`config.mk`:
```
export PLATFORM = sky130hd
export DESIGN_NAME = imem_prefetch
export DESIGN_NICKNAME = d
export VERILOG_FILES = /design/src/rtl/imem_prefetch.sv
export SDC_FILE = /design/constraint.sdc
export NUM_CORES = 1
export LEC_CHECK = 0
export ABC_AREA = 1
export CORE_MARGIN = 5
export CORE_UTILIZATION = 55
export CTS_BUF_LIST = sky130_fd_sc_hd__clkbuf_16
export DETAILED_ROUTE_END_ITERATION = 8
export PLACE_DENSITY_LB_ADDON = 0.2
export SLEW_MARGIN = 0
export SYNTH_ARGS = -nofsm -noshare
export SYNTH_HDL_FRONTEND = slang
export SYNTH_SLANG_ARGS = --single-unit
```
`constraint.sdc`:
```
create_clock -name clk -period 7.7 [get_ports clk]
set_clock_uncertainty 0.1 [all_clocks]
set_input_delay 1.54 -clock clk [delete_from_list [all_inputs] [get_ports clk]]
set_output_delay 1.54 -clock clk [all_outputs]
set_load 0.005 [all_outputs]
```
`src/rtl/imem_prefetch.sv`:
```
// imem_prefetch: sequential instruction prefetcher feeding a DEPTH-entry FIFO, flushed on redirect.
// Define IMEM_PREFETCH_BYPASS_EN to forward an acked word straight to the core when the FIFO is empty.
module imem_prefetch #(
    parameter int          DEPTH    = 4,
    parameter logic [31:0] RESET_PC = 32'h0000_0000
) (
    input  logic        clk,
    input  logic        reset,
    input  logic        redirect,
    input  logic [31:0] redirect_addr,
    output logic        mem_req,
    output logic [31:0] mem_addr,
    input  logic        mem_ack,
    input  logic [31:0] mem_rdata,
    output logic        instr_valid,
    input  logic        instr_ready,
    output logic [31:0] instr,
    output logic [31:0] instr_pc
);
    localparam int AW = $clog2(DEPTH);
    localparam int CW = AW + 1;
    localparam logic [CW-1:0] FULL = CW'(DEPTH);
    typedef enum logic [1:0] {IDLE, REQ, DISCARD} state_t;
    state_t        state_q, state_d;
    logic [31:0]   fa_q, fa_d, addr_q, addr_d;
    logic [CW-1:0] count_q, count_d;
    logic [AW-1:0] rd_q, rd_d, wr_q, wr_d;
    logic [31:0]   data_mem [DEPTH];
    logic [31:0]   pc_mem [DEPTH];
    logic          fifo_valid, accept, bypass, push, pop;
    always_comb begin
        fifo_valid  = count_q != '0;
        accept      = state_q == REQ && mem_ack && !redirect;
`ifdef IMEM_PREFETCH_BYPASS_EN
        bypass      = accept && !fifo_valid;
`else
        bypass      = 1'b0;
`endif
        push        = accept && !(bypass && instr_ready);
        pop         = fifo_valid && instr_ready && !redirect;
        instr_valid = fifo_valid || bypass;
        instr       = fifo_valid ? data_mem[rd_q] : (bypass ? mem_rdata : '0);
        instr_pc    = fifo_valid ? pc_mem[rd_q] : (bypass ? addr_q : '0);
        mem_req     = state_q != IDLE;
        mem_addr    = addr_q;
        wr_d        = push ? wr_q + AW'(1) : wr_q;
        rd_d        = pop ? rd_q + AW'(1) : rd_q;
        count_d     = count_q + CW'(push) - CW'(pop);
        fa_d        = accept ? fa_q + 32'd4 : fa_q;
        if (redirect) begin
            count_d = '0;
            rd_d    = '0;
            wr_d    = '0;
            fa_d    = {redirect_addr[31:2], 2'b00};
        end
        state_d = state_q;
        case (state_q)
            IDLE:    state_d = (!redirect && count_q < FULL) ? REQ : IDLE;
            REQ:     state_d = redirect ? (mem_ack ? IDLE : DISCARD)
                                        : (mem_ack ? ((count_d < FULL) ? REQ : IDLE) : REQ);
            DISCARD: state_d = mem_ack ? IDLE : DISCARD;
            default: state_d = IDLE;
        endcase
        // The issued address is frozen for the life of a request, even across a redirect.
        addr_d = state_d == REQ ? fa_d : addr_q;
    end
    always_ff @(posedge clk or posedge reset) begin
        if (reset) begin
            state_q <= IDLE;
            fa_q    <= RESET_PC;
            addr_q  <= RESET_PC;
            count_q <= '0;
            rd_q    <= '0;
            wr_q    <= '0;
        end else begin
            state_q <= state_d;
            fa_q    <= fa_d;
            addr_q  <= addr_d;
            count_q <= count_d;
            rd_q    <= rd_d;
            wr_q    <= wr_d;
        end
    end
    always_ff @(posedge clk) begin
        if (push) begin
            data_mem[wr_q] <= mem_rdata;
            pc_mem[wr_q]   <= addr_q;
        end
    end
endmodule

```
# Yosys cells after proc, flatten, opt, wreduce, memory -nomap -nowiden
# Memory sizes are Yosys's and may differ from the RTL's.
# Cells that the tools add are included.
dict set report word_totals {
  n_memories 2
  ram_bits 256
  register_bits 73
  word_cells 46
}
# name words word_bits read_ports rd_ports_with_merged_regs write_ports line
set mem_list {}
lappend mem_list {data_mem 4 32 1 0 1 28} ;# logic [31:0] data_mem [DEPTH];
lappend mem_list {pc_mem 4 32 1 0 1 29} ;# logic [31:0] pc_mem [DEPTH];
dict set report classes {
  muxes 17
  add_sub_neg 5
  reduce_logical 11
  eq_ne 3
  n_lt_le_gt_ge 2
}
# cell n
set op_table {}
lappend op_table {{32-bit 2-to-1 mux} 4}
lappend op_table {{32-bit by 3-bit adder with 32-bit output (second input constant)} 1}
lappend op_table {{2-bit 2-to-1 mux} 6}
lappend op_table {{3-bit less-than comparator (second input constant)} 2}
lappend op_table {{2-bit one-hot mux with 3 select lines} 1}
lappend op_table {{2-bit nonzero test} 3}
lappend op_table {{1-bit logical AND} 5}
lappend op_table {{1-bit 2-to-1 mux} 5}
lappend op_table {{2-bit by 1-bit adder with 2-bit output (second input constant)} 2}
lappend op_table {{2-bit by 1-bit == test with 1-bit output (second input constant)} 2}
lappend op_table {{3-bit by 1-bit adder with 3-bit output} 1}
lappend op_table {{3-bit 2-to-1 mux} 1}
lappend op_table {{3-bit nonzero test} 1}
lappend op_table {{3-bit by 1-bit subtractor with 3-bit output} 1}
lappend op_table {{2-bit == test (second input constant)} 1}
lappend op_table {{2-bit logical NOT} 1}
lappend op_table {{1-bit logical NOT} 1}

# Depth between registers and ports, before layout
# Gate-level depths: netlist of the first run.
dict set report depth {
  ltp_word 12
  ltp_mapped 19
  ltp_nobuf 18
}

# Worst setup path before layout of the first run
# Ideal clock, no wire load.
dict set report synth_path {
  path_type {input to register}
  startpoint {input port redirect}
  endpoint {memory data_mem[0][0] (enable)}
  path_stages 5
  path_buffers 2
  slack_ns 2.303
  arrival_time_ns 4.810
  setup_ns 0.487
  cell_sequence {buf_2 inv_2 nand3_4 buf_6 nor2_1}
}
dict set report synth_between {
  elab_chain_len 4
}
# element line
set synth_lines {}
lappend synth_lines {{from (decl)} 9} ;# input logic redirect,
lappend synth_lines {{1-bit logical NOT} 33} ;# accept = state_q == REQ && mem_ack && !redirect;
lappend synth_lines {{1-bit logical AND} 33}
lappend synth_lines {{1-bit 2-to-1 mux} 85} ;# if (push) begin
lappend synth_lines {{1-bit 2-to-1 mux (not written as such)} 86} ;# data_mem[wr_q] <= mem_rdata;
lappend synth_lines {{to (decl)} 28}
# No other way between the ends.

# Final worst setup path of the first run
dict set report layout_path {
  startpoint {register rd_q[0]}
  endpoint {output port instr_pc[12]}
}
dict set report layout_between {
  elab_chain_len 2
}
# element line
set layout_lines {}
lappend layout_lines {{from (decl)} 27} ;# logic [AW-1:0] rd_q, rd_d, wr_q, wr_d;
lappend layout_lines {{from (signal assigned)} 80} ;# rd_q <= rd_d;
lappend layout_lines {{memory read 4 x 32 bit} n/a}
lappend layout_lines {{32-bit 2-to-1 mux} 43} ;# instr_pc = fifo_valid ? pc_mem[rd_q] : (bypass ? addr_q : '0);
lappend layout_lines {{to (decl)} 18} ;# output logic [31:0] instr_pc
# No other way between the ends.

==> metrics.md, run 1 <==
| Metric | Value |
|---|---|
| Status | `finished clean` |
| Syn. warnings | `0` |
| Worst-Margin Slew | `990.7 ps` |
| Routed len/inst | `roughly 17 µm` |
| Worst endpoint data arrival time | `3670 ps` |
| Die H | `~170 µm` |
| Core Util, Final | `roughly 69%` |
| # diodes | `0` |
| # port buffers | `164` |
| Hold-fix buffers, CTS | `0` |
| Initial antenna violation count | `0` |
| LEAKAGE | `6.304 nW` |
| Critical path type | `flop to output port` |
| Via density | `around 5.5` |
| Sequential area share after synthesis | `a little under 70%` |
| Most frequent cells in the layout | `300 x nor2_1, 256 x edfxtp_1, 196 x nand2_1` |
| Post-DP HPWL | `around 18 mm` |
| Fin crit period | `between 5000 and 6000 ps` |
| RSZ-0062 raised after global routing | `false` |
| CP endpoint kind | `output port` |
| Synthesized flop and latch total | `roughly 330` |
| Hold worst-path end | `fa_q[1]$_DFF_PP0_` |
| CTS max path bufs | `3` |
| Worst rel slew slack | `33.95%` |
| CORE AREA | `24460 µm²` |
| Worst Reg-to-Reg Cells | `18` |
| Worst-skew pair later-pin latency | `approximately 550 ps` |
| Vias | `a little under 10000` |
| Yosys cell types | `37` |
| Gpl congestion | `0.9180` |
| Reg2reg end | `mem_addr[1]$_DFFE_PP0N_` |
| Crit path from | `rd_q[0]$_DFFE_PP0P_` |
| PostCTS Resize Cnt | `0` |
| Final TNS setup | `0 ps` |
| Post-CTS Setup Bufs | `0` |
| Worst reg2reg startpoint | `count_q[1]$_DFF_PP0_` |
| Cell Rows | `57` |
| Cell area after synthesis | `between 10000 and 15000 µm²` |
| Synth Flop Type | `edfxtp_1` |
| Post-route ant nets | `0` |
| Hold path startpoint | `fa_q[1]$_DFF_PP0_` |
| Fmax | `between 0.15 and 0.2 GHz` |
| GRT Residual Overflow | `0` |
| Clock sinks | `329` |
| Number of global-route vias before repair | `roughly 9400` |
| Clock transition at path regs | `around 60 ps` |
| Largest net degree at the start of global routing | `85` |
| Die Wd | `between 150 and 200 µm` |
| Hold WS | `roughly 370 ps` |
| Iter 0 DRT Violations | `715` |
| I/O Pins | `167` |
| Share of layout cells above drive strength 1 | `just over 7%` |
| Post-route clock period utilization | `68.98%` |
| Worst EP required | `approximately 6100 ps` |
| Post-synth EDFFs | `256` |
| Worst setup SP type | `flop` |
| Max H-tree Level | `1` |
| WHS Path Cells | `2` |
| GRT Util Overall | `21.47%` |
| First-pass DRT Iterations | `5` |
| Most common cell after layout, fill and taps aside | `nor2_1` |
| Pwr/cell area | `roughly 330 nW/µm²` |
| Syn avg cell area | `between 10 and 15 µm²` |
| CTS tree | `built` |
| Final Hold Vio Count | `0` |
| Max Cap Violations | `0` |
| Final nets | `about 1500` |
| Mapped Cells | `1275` |
| Die area | `roughly 28000 µm²` |
| Min-Delay Path Class | `flop to flop` |
| First-pass GRT wire length | `~50 mm` |
| Mapped Nets | `between 1000 and 1500` |
| Drc violations | `0` |
| Worst Path Max Fanout | `between 70 and 80` |
| Worst ir drop on vdd | `roughly 0.00035 V` |
| Final setup vio count | `0` |
| Pins Over Slew Limit | `0` |
| Number of buffers created by CTS | `31` |
| R2R Setup Slk | `4440 ps` |
| Area grow syn2layout | `22.09%` |
| Root Buffer Master | `clkbuf_16` |
| Total wire length | `30.87 mm` |
| Initial Utilization | `56.16%` |
| Synth async-reset ratio | `22.19%` |
==> metal layers <==
| layer | routed length (µm) | up-vias | track usage, % |
|---|---|---|---|
| li1 | - | 4619 | - |
| met1 | 13400 | 4633 | 30.13 |
| met2 | 14580 | 336 | 35.08 |
| met3 | 2179 | 54 | 3.517 |
| met4 | 703 | 0 | 6.316 |
| met5 | 0 | - | 0 |
==> logic make-up after synthesis <==
group / Yosys count / synth area share, %
AO/OA/AOI/OAI: 226 / 8.580
XOR/XNOR: 7 / 0.4463
adder cells (fa/ha/maj): 8 / 0.7833
buffers and inverters: 122 / 3.571
flip-flops: 329 / 69.26
AND/OR/NAND/NOR: 583 / 17.36
==> layout make-up <==
| type | instances | area, µm² |
|---|---|---|
| Inverter | 58 | 219.0 |
| Multi-Input combinational cell | 824 | 3770 |
| Fill cell | 1763 | 7691 |
| Sequential cell | 329 | 9519 |
| Clock inverter | 19 | 175.2 |
| Tap cell | 324 | 405.4 |
| Timing Repair Buffer | 176 | 1732 |
| Clock buffer | 38 | 950.9 |
==> report_power, final <==
part	internal (W)	leakage (nW)	total (W)	switching [W]
combinational	0.000751	2.51	0.00163	0.000880
clock	0.000977	0.572	0.00161	0.000638
sequential	0.00216	3.22	0.00237	0.000207
total	0.00389	6.30	0.00561	0.00172
==> cell usage after synthesis (5+ instances only) <==
library cell | instances | area [µm²]
nor2_1 | 305 | 1145
edfxtp_1 | 256 | 7687
nand2_1 | 196 | 735.7
o21ai_0 | 134 | 670.6
dfrtp_1 | 73 | 1827
a21oi_1 | 70 | 350.3
inv_1 | 53 | 198.9
nand3_1 | 49 | 245.2
clkbuf_1 | 32 | 120.1
buf_2 | 20 | 100.1
buf_1 | 11 | 41.29
nand4_1 | 8 | 50.05
ha_1 | 7 | 87.58
or2_2 | 6 | 37.54
inv_2 | 5 | 18.77
nor2_4 | 5 | 56.30
o21ai_1 | 5 | 25.02
==> worst max path at each step <==
stage                     cells past startpoint                        to  slack, ps
final                                         5              instr_pc[12]       2390
after detailed placement                     15   mem_addr[0]$_DFFE_PP0N_       2030
after CTS                                     5              instr_pc[12]       2400
after global routing                          5              instr_pc[12]       2180
after floorplan                               5  data_mem[0][0]$_DFFE_PP_       2300
after global placement                       15   mem_addr[0]$_DFFE_PP0N_       2130
==> critical path, stage by stage (launching register included) <==
cell and delay [ps]:
dfrtp_4 690, clkinv_2 600, buf_4 640, o21ai_0 190, a21oi_1 330, clkdlybuf4s50_1 580
==> flip-flops by register name, summed over array words and instances (netlist names) <==
register  cells
fa_q         32
mem_addr     32
pc_mem      128
count_q       3
wr_q          2
data_mem    128
state_q       2
rd_q          2
==> through the flow <==
stage,area [µm²],worst slack [ps],total power [W],instances
global placement,15650,2130,0.004017,1711
floorplan,13740,2303,0.003112,1275
finish,16770,2389,0.005615,1768
CTS,16770,2399,0.005673,1768
global route,16770,2181,0.005918,1768
detailed placement,15650,2032,0.004047,1711
Note: power is estimated with default switching activity, not from simulation.
==> run 2: changes to the inputs <==
Settings changed: CORE_UTILIZATION 55 to 50.
Clock period 7.7 ns to 4.5 ns, I/O delays scaled along.
==> metrics.md, run 2 (synthesis results as in run 1) <==
| Metric | Value |
|---|---|
| Status | `finished clean` |
| # port buffers | `164 (unchanged)` |
| Fin cells | `1800 (+1.8%)` |
| Worst setup SP type | `flop` |
| Fmax | `approximately 0.26 GHz` |
| Sw Ratio | `31.11% (+0.39 points)` |
| Vias | `9609 (-0.34%)` |
| Iter 0 DRT Violations | `770 (+7.7%)` |
| Critical path type | `flop to output port` |
| CTS max path bufs | `3 (unchanged)` |
| Post-CTS Setup Bufs | `0 (unchanged)` |
| CP delay by family, top | `buffers and inverters` |
| Routed len/inst | `17.48 µm (about the same)` |
| Number of buffers created by CTS | `34 (+9.7%)` |
| Clock transition at path regs | `60 ps (about the same)` |
| Hold worst-path end | `fa_q[0]$_DFF_PP0_` |
| CTS tree | `built` |
| Placed Cells | `1740 (+1.7%)` |
| Max Cap Violations | `0 (unchanged)` |
| Final nets | `1512 (+1.0%)` |
| Total wire length | `31.46 mm (+1.9%)` |
| I/O Pins | `167 (unchanged)` |
| Fin crit period | `3815 ps` |
| Worst-skew pair later-pin latency | `510 ps (-40 ps)` |
| Final Hold Vio Count | `0 (unchanged)` |
| Logic pwr share | `30.1% (+1.0 points)` |
| NetSw | `0.002982 W (+73%)` |
| Sequential Power Share | `41.8% (-0.4 points)` |
| Crit-path max cell delay | `670 ps (-20 ps)` |
| Number of global-route vias before repair | `9381 (+0.021%)` |
| Placed standard-cell area | `15760 µm² (+0.71%)` |
| Die Wd | `175.8 µm (+4.6%)` |
| Area grow syn2layout | `22.66%` |
| Setup Slack @ Placement | `524.4 ps (-1507 ps)` |
| Most common cell after layout, fill and taps aside | `nor2_1` |
| CP max-delay cell | `buf_4` |
| Clock power share | `28.1% (-0.7 points)` |
| Cell Rows | `60 (+5.3%)` |
| Gpl congestion | `0.8849 (-3.6%)` |
| Worst ir drop on vdd | `0.0009182 V (+160%)` |
| GRT Util Overall | `20.19% (-1.3 points)` |
| Post-route clock period utilization | `a little over four fifths` |
| Root Buffer Master | `clkbuf_16` |
| Clock sinks | `329 (unchanged)` |
| Die H | `175.8 µm (+4.6%)` |
| Core Util, Final | `62.35% (-6.2 points)` |
| Initial Utilization | `50.83% (-5.3 points)` |
| Worst Reg-to-Reg Cells | `17 (-1)` |
| WP buf/inv | `2 (-1)` |
| Worst reg2reg startpoint | `count_q[1]$_DFF_PP0_` |
| Max H-tree Level | `2 (+1)` |
| CP endpoint kind | `output port` |
| CP Cell Sequence | `buf_4, nor2_1, nor2_1, o21ai_0, a21oi_1, clkdlybuf4s50_1` |
| Most frequent cells in the layout | `300 x nor2_1, 256 x edfxtp_1, 196 x nand2_1` |
| Design Area, Final | `16850 µm² (+0.47%)` |
| Biggest regs | `data_mem x128, pc_mem x128` |
| Worst-Margin Slew | `1015 ps (+23.97 ps)` |
| # diodes | `0 (unchanged)` |
| Via density | `5.338 (-2.1%)` |
| PostCTS Resize Cnt | `0 (unchanged)` |
| First-pass DRT Iterations | `5 (unchanged)` |
| Worst endpoint data arrival time | `2820 ps (-850 ps)` |
| GRT Residual Overflow | `0 (unchanged)` |
| Min-Delay Path Class | `flop to flop` |
| Worst rel slew slack | `32.35% (-1.6 points)` |
| CP most frequent cell | `nor2_1` |
| Layout fillers | `2129 (+21%)` |
| Initial antenna violation count | `0 (unchanged)` |
| Footprint of the multi-input gates | `3770 µm² (unchanged)` |
| Drc violations | `0 (unchanged)` |
| Hold-fix buffers, CTS | `0 (unchanged)` |
| Pins Over Slew Limit | `0 (unchanged)` |
| LEAKAGE | `6.337 nW (+0.52%)` |
| CORE AREA | `27030 µm² (+10%)` |
| Hold path startpoint | `fa_q[0]$_DFF_PP0_` |
| Worst EP required | `3500 ps (-2560 ps)` |
| FF+latch area | `9519 µm² (unchanged)` |
| Total power | `0.009586 W (+71%)` |
| Fin worst setup slack | `684.7 ps (-1704 ps)` |
| Worst Path Max Fanout | `84 (+17%)` |
| First-pass GRT wire length | `49.70 mm (+1.3%)` |
| WHS Path Cells | `2 (unchanged)` |
| Pwr/cell area | `568.9 nW/µm² (+70%)` |
| Post-route ant nets | `0 (unchanged)` |
| Post-DP HPWL | `19.09 mm (+6.9%)` |
| Largest net degree at the start of global routing | `85 (unchanged)` |
| Reg2reg end | `mem_addr[0]$_DFFE_PP0N_` |
| P_int | `0.006604 W (+70%)` |
| RSZ-0062 raised after global routing | `false` |
| Final setup vio count | `0 (unchanged)` |
| R2R Setup Slk | `1180 ps (-3260 ps)` |
| Die area | `30890 µm² (+9.4%)` |
| Share of layout cells above drive strength 1 | `7.814% (+0.54 points)` |
run 2: changes by cell type in the layout (fill, tap and decap cells not counted), sizes merged:
cell | before | now
clkbuf | 38 | 37
clkinvlp | 1 | 3
bufinv | 3 | 2
clkinv | 11 | 15
buf | 12 | 24
inv | 62 | 61
run 2: stage by stage:
stage | TNS (ps) | hold WS [ps]
floorplan | -65800 | 342.6
global placement | 0 | 352.6
detailed placement | 0 | 364.5
CTS | 0 | 379.0
global route | 0 | 431.7
finish | 0 | 373.2
run 2: worst max-delay path by stage:
stage | cells past startpoint | to | slack, ps | start
after floorplan | 5 | data_mem[0][0]$_DFFE_PP_ | -260 | redirect
after global placement | 13 | mem_addr[1]$_DFFE_PP0N_ | 560 | mem_ack
after detailed placement | 13 | mem_addr[0]$_DFFE_PP0N_ | 520 | mem_ack
after CTS | 6 | instr_pc[11] | 650 | rd_q[0]$_DFFE_PP0P_
after global routing | 6 | instr[31] | 490 | rd_q[0]$_DFFE_PP0P_
final | 6 | instr[31] | 680 | rd_q[0]$_DFFE_PP0P_
run 2: worst min-delay path: cells and delay by family (launching register included):
| family | cells | cell delay [ps] |
|---|---|---|
| buffers and inverters | 1 | 40 |
| DFF | 1 | 320 |
| and+or+nand+nor | 1 | 70 |
run 2: area by class of cell:
cell class	instances	area share, %
Sequential cell	329	56.49
Multi-Input combinational cell	824	22.37
Timing Repair Buffer	188	10.81
Clock buffer	37	5.495
Tap cell	341	2.532
Inverter	58	1.299
Clock inverter	23	0.9950
run 2: metal layers:
layer	wire length [µm]	GRT usage [%]
met1	14050	28.70
met2	14750	32.12
met3	1923	3.530
met4	731	6.303
met5	0	0
run 2: power groups by stage:
stage / clock (W) / combinational (W) / sequential [W]
3_5_place_dp: 0 / 0.00291 / 0.00407
6_report: 0.00270 / 0.00288 / 0.00401
5_1_grt: 0.00288 / 0.00318 / 0.00405
3_3_place_gp: 0 / 0.00287 / 0.00406
2_1_floorplan: 0 / 0.00136 / 0.00397
4_1_cts: 0.00276 / 0.00292 / 0.00401
